--- src/rtl/gpu_pkg.sv ---
// gpu_pkg: definitions shared by the GPU instruction scheduler and its testbench.
//   - Coordinate and colour widths used on every instruction field.
//   - Opcode values, engine index constants and the scheduler FSM state enum.
//   - instr_t packed struct that carries one complete instruction.
//   - sat_inc16 helper for the saturating completed-instruction counter.
package gpu_pkg;

  localparam int WIDTH_BITS   = 10;
  localparam int HEIGHT_BITS  = 9;
  localparam int CHANNEL_BITS = 8;

  localparam logic [3:0] OP_NOP    = 4'h0;
  localparam logic [3:0] OP_RECT   = 4'h1;
  localparam logic [3:0] OP_CIRCLE = 4'h2;
  localparam logic [3:0] OP_ARC    = 4'h3;
  localparam logic [3:0] OP_LINE   = 4'h4;

  localparam logic [1:0] ENG_LINE   = 2'd0;
  localparam logic [1:0] ENG_CIRCLE = 2'd1;
  localparam logic [1:0] ENG_ARC    = 2'd2;
  localparam logic [1:0] ENG_RECT   = 2'd3;

  typedef enum logic [2:0] {
    ST_IDLE     = 3'd0,
    ST_FETCH    = 3'd1,
    ST_DECODE   = 3'd2,
    ST_DISPATCH = 3'd3,
    ST_WAIT     = 3'd4
  } sched_state_t;

  typedef struct packed {
    logic [3:0]              opcode;
    logic [WIDTH_BITS-1:0]   x1;
    logic [HEIGHT_BITS-1:0]  y1;
    logic [WIDTH_BITS-1:0]   x2;
    logic [HEIGHT_BITS-1:0]  y2;
    logic [WIDTH_BITS-1:0]   rad;
    logic [CHANNEL_BITS-1:0] r;
    logic [CHANNEL_BITS-1:0] g;
    logic [CHANNEL_BITS-1:0] b;
    logic [2:0]              quad;
  } instr_t;

  // Counts up and sticks at all-ones instead of wrapping.
  function automatic logic [15:0] sat_inc16(input logic [15:0] value);
    return (value == 16'hFFFF) ? value : value + 16'd1;
  endfunction

endpackage

--- src/rtl/gpu_opcode_decoder.sv ---
// gpu_opcode_decoder: purely combinational opcode classifier.
// Ports:
//   opcode  in  4  registered instruction opcode
//   valid   out 1  opcode is defined (NOP included)
//   nop     out 1  opcode is NOP (no engine involved)
//   engine  out 2  target engine index, meaningful when valid && !nop
module gpu_opcode_decoder
  import gpu_pkg::*;
(
  input  logic [3:0] opcode,
  output logic       valid,
  output logic       nop,
  output logic [1:0] engine
);

  always_comb begin
    valid  = 1'b1;
    nop    = 1'b0;
    engine = ENG_LINE;
    case (opcode)
      OP_NOP:    nop    = 1'b1;
      OP_RECT:   engine = ENG_RECT;
      OP_CIRCLE: engine = ENG_CIRCLE;
      OP_ARC:    engine = ENG_ARC;
      OP_LINE:   engine = ENG_LINE;
      default:   valid  = 1'b0;
    endcase
  end

endmodule

--- src/rtl/gpu_instruction_scheduler.sv ---
// gpu_instruction_scheduler: pops instructions from the instruction FIFO one at
// a time, hands each to its draw engine and waits for completion or a watchdog
// abort before fetching the next one.
// Ports:
//   clk, n_rst                       clock, asynchronous active-low reset
//   fifo_empty_i                     FIFO empty flag; head fields valid when low
//   opcode_i .. quad_i               FIFO head instruction fields
//   halt_i                           blocks new fetches (looked at in IDLE only)
//   engine_ready_i / engine_done_i   per-engine ready level / done pulse
//   pop_instruction_o                one-cycle FIFO pop per fetch
//   engine_start_o                   one-hot start pulse
//   opcode_o .. quad_o               registered instruction broadcast to engines
//   busy_o                           FSM not in IDLE
//   illegal_op_o, timeout_o          one-cycle event pulses
//   instr_count_o                    saturating completed-instruction count
//   state_o                          current FSM state (debug visibility)
//
// Handshake: an engine transfer happens in the cycle where the scheduler is in
// DISPATCH and engine_ready_i[sel] is high; engine_start_o[sel] is that
// condition itself, so a start is never raised against a low ready and the FSM
// never leaves DISPATCH without a start. Completion is the single-cycle
// engine_done_i[sel] pulse; done bits of other engines are ignored.
module gpu_instruction_scheduler
  import gpu_pkg::*;
#(
  parameter int TIMEOUT_CYCLES = 65535
) (
  input  logic                    clk,
  input  logic                    n_rst,
  input  logic                    fifo_empty_i,
  input  logic [3:0]              opcode_i,
  input  logic [WIDTH_BITS-1:0]   x1_i,
  input  logic [HEIGHT_BITS-1:0]  y1_i,
  input  logic [WIDTH_BITS-1:0]   x2_i,
  input  logic [HEIGHT_BITS-1:0]  y2_i,
  input  logic [WIDTH_BITS-1:0]   rad_i,
  input  logic [CHANNEL_BITS-1:0] r_i,
  input  logic [CHANNEL_BITS-1:0] g_i,
  input  logic [CHANNEL_BITS-1:0] b_i,
  input  logic [2:0]              quad_i,
  input  logic                    halt_i,
  input  logic [3:0]              engine_ready_i,
  input  logic [3:0]              engine_done_i,
  output logic                    pop_instruction_o,
  output logic [3:0]              engine_start_o,
  output logic [3:0]              opcode_o,
  output logic [WIDTH_BITS-1:0]   x1_o,
  output logic [HEIGHT_BITS-1:0]  y1_o,
  output logic [WIDTH_BITS-1:0]   x2_o,
  output logic [HEIGHT_BITS-1:0]  y2_o,
  output logic [WIDTH_BITS-1:0]   rad_o,
  output logic [CHANNEL_BITS-1:0] r_o,
  output logic [CHANNEL_BITS-1:0] g_o,
  output logic [CHANNEL_BITS-1:0] b_o,
  output logic [2:0]              quad_o,
  output logic                    busy_o,
  output logic                    illegal_op_o,
  output logic                    timeout_o,
  output logic [15:0]             instr_count_o,
  output logic [2:0]              state_o
);

  localparam logic [15:0] TIMEOUT_LIMIT = 16'(TIMEOUT_CYCLES);

  sched_state_t state;
  instr_t       head;
  instr_t       instr_q;
  logic [1:0]   eng_sel;
  logic [15:0]  watchdog;
  logic [15:0]  count;

  logic         dec_valid;
  logic         dec_nop;
  logic [1:0]   dec_engine;
  logic         sel_ready;
  logic         sel_done;
  logic         wd_expired;

  assign head = '{opcode: opcode_i, x1: x1_i, y1: y1_i, x2: x2_i, y2: y2_i,
                  rad: rad_i, r: r_i, g: g_i, b: b_i, quad: quad_i};

  // Decode works on the captured copy, so the FIFO head may change after pop.
  gpu_opcode_decoder u_decoder (
    .opcode (instr_q.opcode),
    .valid  (dec_valid),
    .nop    (dec_nop),
    .engine (dec_engine)
  );

  assign sel_ready  = engine_ready_i[eng_sel];
  assign sel_done   = engine_done_i[eng_sel];
  // watchdog holds the number of WAIT cycles elapsed including the current one.
  assign wd_expired = (watchdog == TIMEOUT_LIMIT);

  always_ff @(posedge clk or negedge n_rst) begin
    if (!n_rst) begin
      state    <= ST_IDLE;
      instr_q  <= '0;
      eng_sel  <= ENG_LINE;
      watchdog <= '0;
      count    <= '0;
    end else begin
      case (state)
        ST_IDLE: begin
          if (!fifo_empty_i && !halt_i) state <= ST_FETCH;
        end
        ST_FETCH: begin
          instr_q <= head;
          state   <= ST_DECODE;
        end
        ST_DECODE: begin
          if (dec_nop) begin
            count <= sat_inc16(count);
            state <= ST_IDLE;
          end else if (!dec_valid) begin
            state <= ST_IDLE;
          end else begin
            eng_sel <= dec_engine;
            state   <= ST_DISPATCH;
          end
        end
        ST_DISPATCH: begin
          // An engine that is not ready stalls here indefinitely; the watchdog
          // only guards the wait for done.
          if (sel_ready) begin
            watchdog <= 16'd1;
            state    <= ST_WAIT;
          end
        end
        ST_WAIT: begin
          // Done is checked first so a done on the expiry cycle still counts.
          if (sel_done) begin
            count <= sat_inc16(count);
            state <= ST_IDLE;
          end else if (wd_expired) begin
            state <= ST_IDLE;
          end else begin
            watchdog <= watchdog + 16'd1;
          end
        end
        default: state <= ST_IDLE;
      endcase
    end
  end

  // Decoded straight from state so reset drops pop and start without a clock.
  always_comb begin
    engine_start_o = '0;
    if (state == ST_DISPATCH && sel_ready) engine_start_o[eng_sel] = 1'b1;
  end

  assign pop_instruction_o = (state == ST_FETCH);
  assign busy_o            = (state != ST_IDLE);
  assign illegal_op_o      = (state == ST_DECODE) && !dec_valid;
  assign timeout_o         = (state == ST_WAIT) && wd_expired && !sel_done;
  assign instr_count_o     = count;
  assign state_o           = state;

  assign opcode_o = instr_q.opcode;
  assign x1_o     = instr_q.x1;
  assign y1_o     = instr_q.y1;
  assign x2_o     = instr_q.x2;
  assign y2_o     = instr_q.y2;
  assign rad_o    = instr_q.rad;
  assign r_o      = instr_q.r;
  assign g_o      = instr_q.g;
  assign b_o      = instr_q.b;
  assign quad_o   = instr_q.quad;

endmodule
--- config.mk ---
export PLATFORM = sky130hd
export DESIGN_NAME = gpu_instruction_scheduler
export DESIGN_NICKNAME = d
export VERILOG_FILES = /design/src/rtl/gpu_pkg.sv /design/src/rtl/gpu_opcode_decoder.sv /design/src/rtl/gpu_instruction_scheduler.sv
export SDC_FILE = /design/constraint.sdc
export NUM_CORES = 1
export LEC_CHECK = 0
export ABC_AREA = 1
export CAP_MARGIN = 30
export CORE_ASPECT_RATIO = 0.5
export CORE_UTILIZATION = 40
export CTS_CLUSTER_SIZE = 20
export DETAILED_ROUTE_END_ITERATION = 10
export GPL_TIMING_DRIVEN = 1
export PLACE_DENSITY = 0.76
export SLEW_MARGIN = 20
export SYNTH_ARGS = -nofsm -noshare
export SYNTH_HDL_FRONTEND = slang
export SYNTH_HIERARCHICAL = 1
export SYNTH_SLANG_ARGS = --single-unit
--- constraint.sdc ---
create_clock -name clk -period 1.6 [get_ports clk]
set_input_delay 0.16 -clock clk [delete_from_list [all_inputs] [get_ports clk]]
set_output_delay 0.16 -clock clk [all_outputs]
set_load 0.03 [all_outputs]
# Word level (Yosys, flattened, before mapping)
# Index checks and enable logic that the tools add are counted.
# classes
reduce_logical,20
multipliers,0
addsub,2
n_bitwise,1
n_lt_le_gt_ge,2
div,0
eq_ne,17
n_mux,25
shifts,0
# ops
op,count
$mux W16,6
$pmux W16 S2,2
$add A16 B1 Y16 const B,2
$eq A16 B16 Y1 const B,2
$pmux W3 S5,1
$mux W3,4
$ne A2 B2 Y1 const B,6
$reduce_and A3 Y1,3
$eq A4 B2 Y1 const B,2
$eq A3 B2 Y1 const B,2
$logic_and A1 B1 Y1,6
$pmux W2 S3,1
$mux W1,5
$reduce_or A5 Y1,1
$bmux W1 S2,2
$eq A4 B1 Y1 const B,1
$eq A4 B3 Y1 const B,1
$logic_not A1 Y1,4
$logic_not A4 Y1,1
$mux W2,2
$mux W4,1
$reduce_and A4 Y1,1
$reduce_bool A2 Y1,2
$eq A3 B1 Y1 const B,1
8 further kinds,8
# word_totals
mem_count,0
output_inout_bits,106
rom_bits,0
latchBits,0
mem_bits_rw,0
reg_bits,116
in_bits,91
elab_cells,81

# Longest topological paths before layout
# depth
word_depth,6
depth_mapped,12
ltp_nobuf,11

# Cells and area by module
# The synthesis kept the hierarchy.
# by_module_without_submodules
module,n_inst,area_per_inst_um2,cells_each,seq_area_each_um2
gpu_instruction_scheduler,1,5255.0,672,2902.8
gpu_opcode_decoder,1,55.1,12,0.0

# Worst setup path before layout
# OpenSTA, ideal clock, no wires.
# synth_timing
path_type,reg2out
from,"reg state[1], in the netlist state_o[1]"
to,out engine_start_o[2]
path_slack_ns,-0.190
path_stages_with_launch,5
t_required_ns,1.440
arrival_ns,1.630
path_cell_list,dfrtp_1 > inv_2 > nor3_2 > nand2_1 > nor3_1
# synth_between
elab_chain_cells,3
# synth_lines
item,line,source
start: declaration,gpu_instruction_scheduler.sv:65,sched_state_t state;
start signal: assignment,gpu_instruction_scheduler.sv:97,state <= ST_IDLE;
start signal: assignment,gpu_instruction_scheduler.sv:105,if (!fifo_empty_i && !halt_i) state <= ST_FETCH;
start signal: assignment,gpu_instruction_scheduler.sv:109,state <= ST_DECODE;
$eq A3 B2 Y1,gpu_instruction_scheduler.sv:149,if (state == ST_DISPATCH && sel_ready) engine_start_o[eng_sel] = 1'b1;
$logic_and A1 B1 Y1,gpu_instruction_scheduler.sv:149,
$mux W4,gpu_instruction_scheduler.sv:149,
end: declaration,gpu_instruction_scheduler.sv:45,"output logic [3:0] engine_start_o,"
# Every way passes these cells.

# Worst setup path in the final report
# layout_timing
from,reg eng_sel[0]
to,out engine_start_o[1]
# layout_between
elab_chain_cells,5
# layout_lines
item,line,source
start: declaration,gpu_instruction_scheduler.sv:68,logic [1:0] eng_sel;
start signal: assignment,gpu_instruction_scheduler.sv:118,eng_sel <= dec_engine;
$lt A2 B3 Y1 (implied by the code) / $ge A2 B1 Y1 (equally long branches),gpu_instruction_scheduler.sv:149,
$logic_and A1 B1 Y1 (implied by the code),gpu_instruction_scheduler.sv:149,
$mux W1 (implied by the code),gpu_instruction_scheduler.sv:149,
$demux W1 S2,gpu_instruction_scheduler.sv:149,
$mux W4 *,gpu_instruction_scheduler.sv:149,
# Every way passes the cells marked *; elsewhere a longest branch is shown, timed or not. The select of a mux whose other input is x is not followed.

==> impl_results.md <==
* Outcome: finished, violations left
* Power Density at 2090 nW/um2
* CTS sink count at 116
* First drt pass iteration count at 5
* Setup WS pre-CTS at -0.0319 ns
* Area Overhead vs Synth at 83.6%
* VDD IR max at 1.05 mV
* Clock Tree Buf Depth at 2
* Diode count at 0
* Lkg Pwr at 0.00502 uW
* Final core utilization at 0.761
* Post-synth net total at 777
* GRT Overall Usage at 0.244
* Post-Syn Area per Cell at roughly 7.8 um2
* Post-synthesis register bit count at 116
* Synthesized cell area at ~5300 um2
* Reg2reg setup slack at -0.17 ns
* Ranking of synthesized cells by area: dfrtp_1 55%, nand2_1 28%, nor2_1 2.7%
* Worst Max-Slew Pin Slew at 0.484 ns
* Die X at 165 um
* Placed Instances at 1057
* RSZ-0062 raised after global routing: yes
* Worst setup margin at -0.364 ns
* Final Non-Filler Cells at 1146
* Endpoints failing hold at 0
* Routed len/inst at 19.9 um
* Footprint of the multi-input gates at 2890 um2
* Most area-hungry cell type in the Yosys netlist: dfrtp_1
* Via count at 6116
* Total Power at 20300 uW
* Setup Skew at 0.0130 ns
* Highest clock rate at 509 MHz
* Setup Crit Path Kind: flip-flop to output pin
* Clock Latency Late Sink at 0.43 ns
* Final Critical Period at 1.96 ns
* Global-route wire length before repair at 26100 um
* CP required at around 1.4 ns
* Routability congestion estimate at a little under 0.9
* Num rows at 29
* Die height at 83.5 um
* Vias in the first global route at 5232
* FF+latch area at 2910 um2
* CTS buffer count at 17
* FILL cells at between 700 and 800
* Worst relative slew slack at 0.677
* Critical Path Fanout Max at 5
* Crit path DAT at 1.80 ns
* Setup TNS at -12.25 ns
* Top Ports at 197
* CTS H-tree lvls at 4
* Final WL at 22800 um
* Layout cells sized above 1 at 0.311
* Largest net degree at the start of global routing at 47
* Max Slew Vio Count at 0
* Drt via density at around 5.3
* CTS tree: done
* Sequential area share after synthesis at 0.547
* Initial antenna violation count at 0
* Die area at 13800 um2
* Starting density of the core at 0.415
* Post-synthesis cell type count at 27
* Cells after Synth at approximately 680
* Share of the synthesized area in the top cell type at 0.547
* 1st-iter DRT viols at 476
* Post-DP HPWL at 10400 um
* Final ANT Viol Nets at 0
* Worst-path clk slew at 0.06 ns
* Core area at 12800 um2
* Hold Path Class: input pin to asynchronous set/reset pin
* Total grt overflow at 0
* Max Cap Viol at 0
* Crit. End Element: output pin
* Final-report setup violation count at 124
* Yosys warns at 6
* Violated checks: negative setup slack
* Final Cycle Share at 1.23
* # DRC at 0
* Port bufs at 196
* Final nets at 1056
* Critical Path Source Type: flip-flop
* CTS root buffer: clkbuf_16
-- stage by stage --
stage / hold WS (ns) / instance area [um2]
CTS: 0.248 / 8510
floorplan: -0.136 / 5350
global placement: 0.143 / 7660
finish: 0.235 / 9750
global route: 0.278 / 9750
detailed placement: 0.142 / 7660
-- path summary, 6_finish.rpt --
kind,to,start,cells past startpoint
worst max-delay path,engine_start_o[1],eng_sel[0],8
worst min-delay path,y2_o[4],n_rst,2
worst max register to register,r_o[3],state_o[2],8
worst min register to register,y2_o[1],y2_o[1],2
max in group asynchronous,eng_sel[0],n_rst,3
min in group clk,y2_o[0],y2_i[0],3
-- cell usage in the layout, fill, tap and decap left out, drive strengths merged --
master,instances
clkinv,5
xnor2,15
inv,33
dfrtp,116
clkdlybuf4s50,89
buf,73
nand3b,3
nand4,5
bufbuf,1
a21oi,3
clkinvlp,3
dlygate4sd2,84
bufinv,1
xor2,5
nor3,7
nand3,26
dlymetal6s2s,14
and2,1
clkbuf,33
dlygate4sd3,1
o21bai,2
nand2,402
nor2,46
o21ai,5
ha,2
nor3b,1
-- sequential cells by signal (all words and copies together), names as in the netlist --
| register | flops |
|---|---|
| state_o | 3 |
| eng_sel | 2 |
| y1_o | 9 |
| x1_o | 10 |
| g_o | 8 |
| y2_o | 9 |
| instr_count_o | 16 |
| x2_o | 10 |
| b_o | 8 |
| r_o | 8 |
| opcode_o | 4 |
| watchdog | 16 |
| rad_o | 10 |
| quad_o | 3 |
-- synthesized netlist by cell type --
cell / instances
xnor2_1: 15
o21ai_2: 1
a21oi_1: 3
nor3b_1: 1
buf_4: 1
nor3_2: 2
inv_1: 20
buf_2: 1
and2_1: 1
nand2_2: 2
ha_1: 2
xor2_1: 5
nor2_4: 1
clkbuf_1: 16
buf_6: 2
o21bai_1: 2
nand2_4: 1
dfrtp_1: 116
nand2_1: 397
nand3_1: 26
nor2_1: 38
inv_2: 8
nand4_1: 5
nand3b_1: 3
nor2_2: 6
nor3_1: 5
o21ai_0: 4
-- area by class of cell --
class / count / share of cell area
flip-flops and latches: 116 / 0.299
multi-input cells: 523 / 0.297
repair inverters: 2 / 0.00218
inverters: 28 / 0.0158
clock buffers: 20 / 0.0468
repair buffers: 275 / 0.306
clock inverters: 12 / 0.0122
well taps: 170 / 0.0218
-- critical path, cell delays in order (launching register included) --
cell and delay [ns]:
dfrtp_2 0.47, inv_4 0.11, nand2_2 0.06, nand2_2 0.06
nand2_2 0.10, nand2_4 0.12, nand4_1 0.19, inv_1 0.12
buf_6 0.14
-- cells by family after synthesis --
| group | count (synthesis) | share of synthesized area |
|---|---|---|
| AOI/OAI and AO/OA | 10 | 0.0111 |
| xor gates and xnor gates | 20 | 0.0330 |
| adders and majority gates | 2 | 0.00471 |
| buffers and inverters | 48 | 0.0377 |
| DFF | 116 | 0.547 |
| and+or+nand+nor | 488 | 0.367 |
-- report_power, final --
group | switching, uW | internal, uW | total (uW)
registers | 991 | 4080 | 5070
logic | 6940 | 4560 | 11500
clock network | 1530 | 2240 | 3780
total | 9460 | 10900 | 20300
-- routing by layer --
metal	vias up	track usage	share of wire
met4	0	0.0776	0.060
met5	-	0	0
li1	2672	-	-
met3	115	0.0571	0.071
met1	2952	0.287	0.38
met2	377	0.437	0.49
-- repair_timing --
action                                  CTS  global route
hold buffers                              1             0
buffers inserted                         17            16
endpoints found under the setup margin  108           137
hold endpoints to repair                 30             0
pin swaps                                15            50
resized for setup                       126           231
gates cloned                              4            23
(Power assumes the default switching activity.)
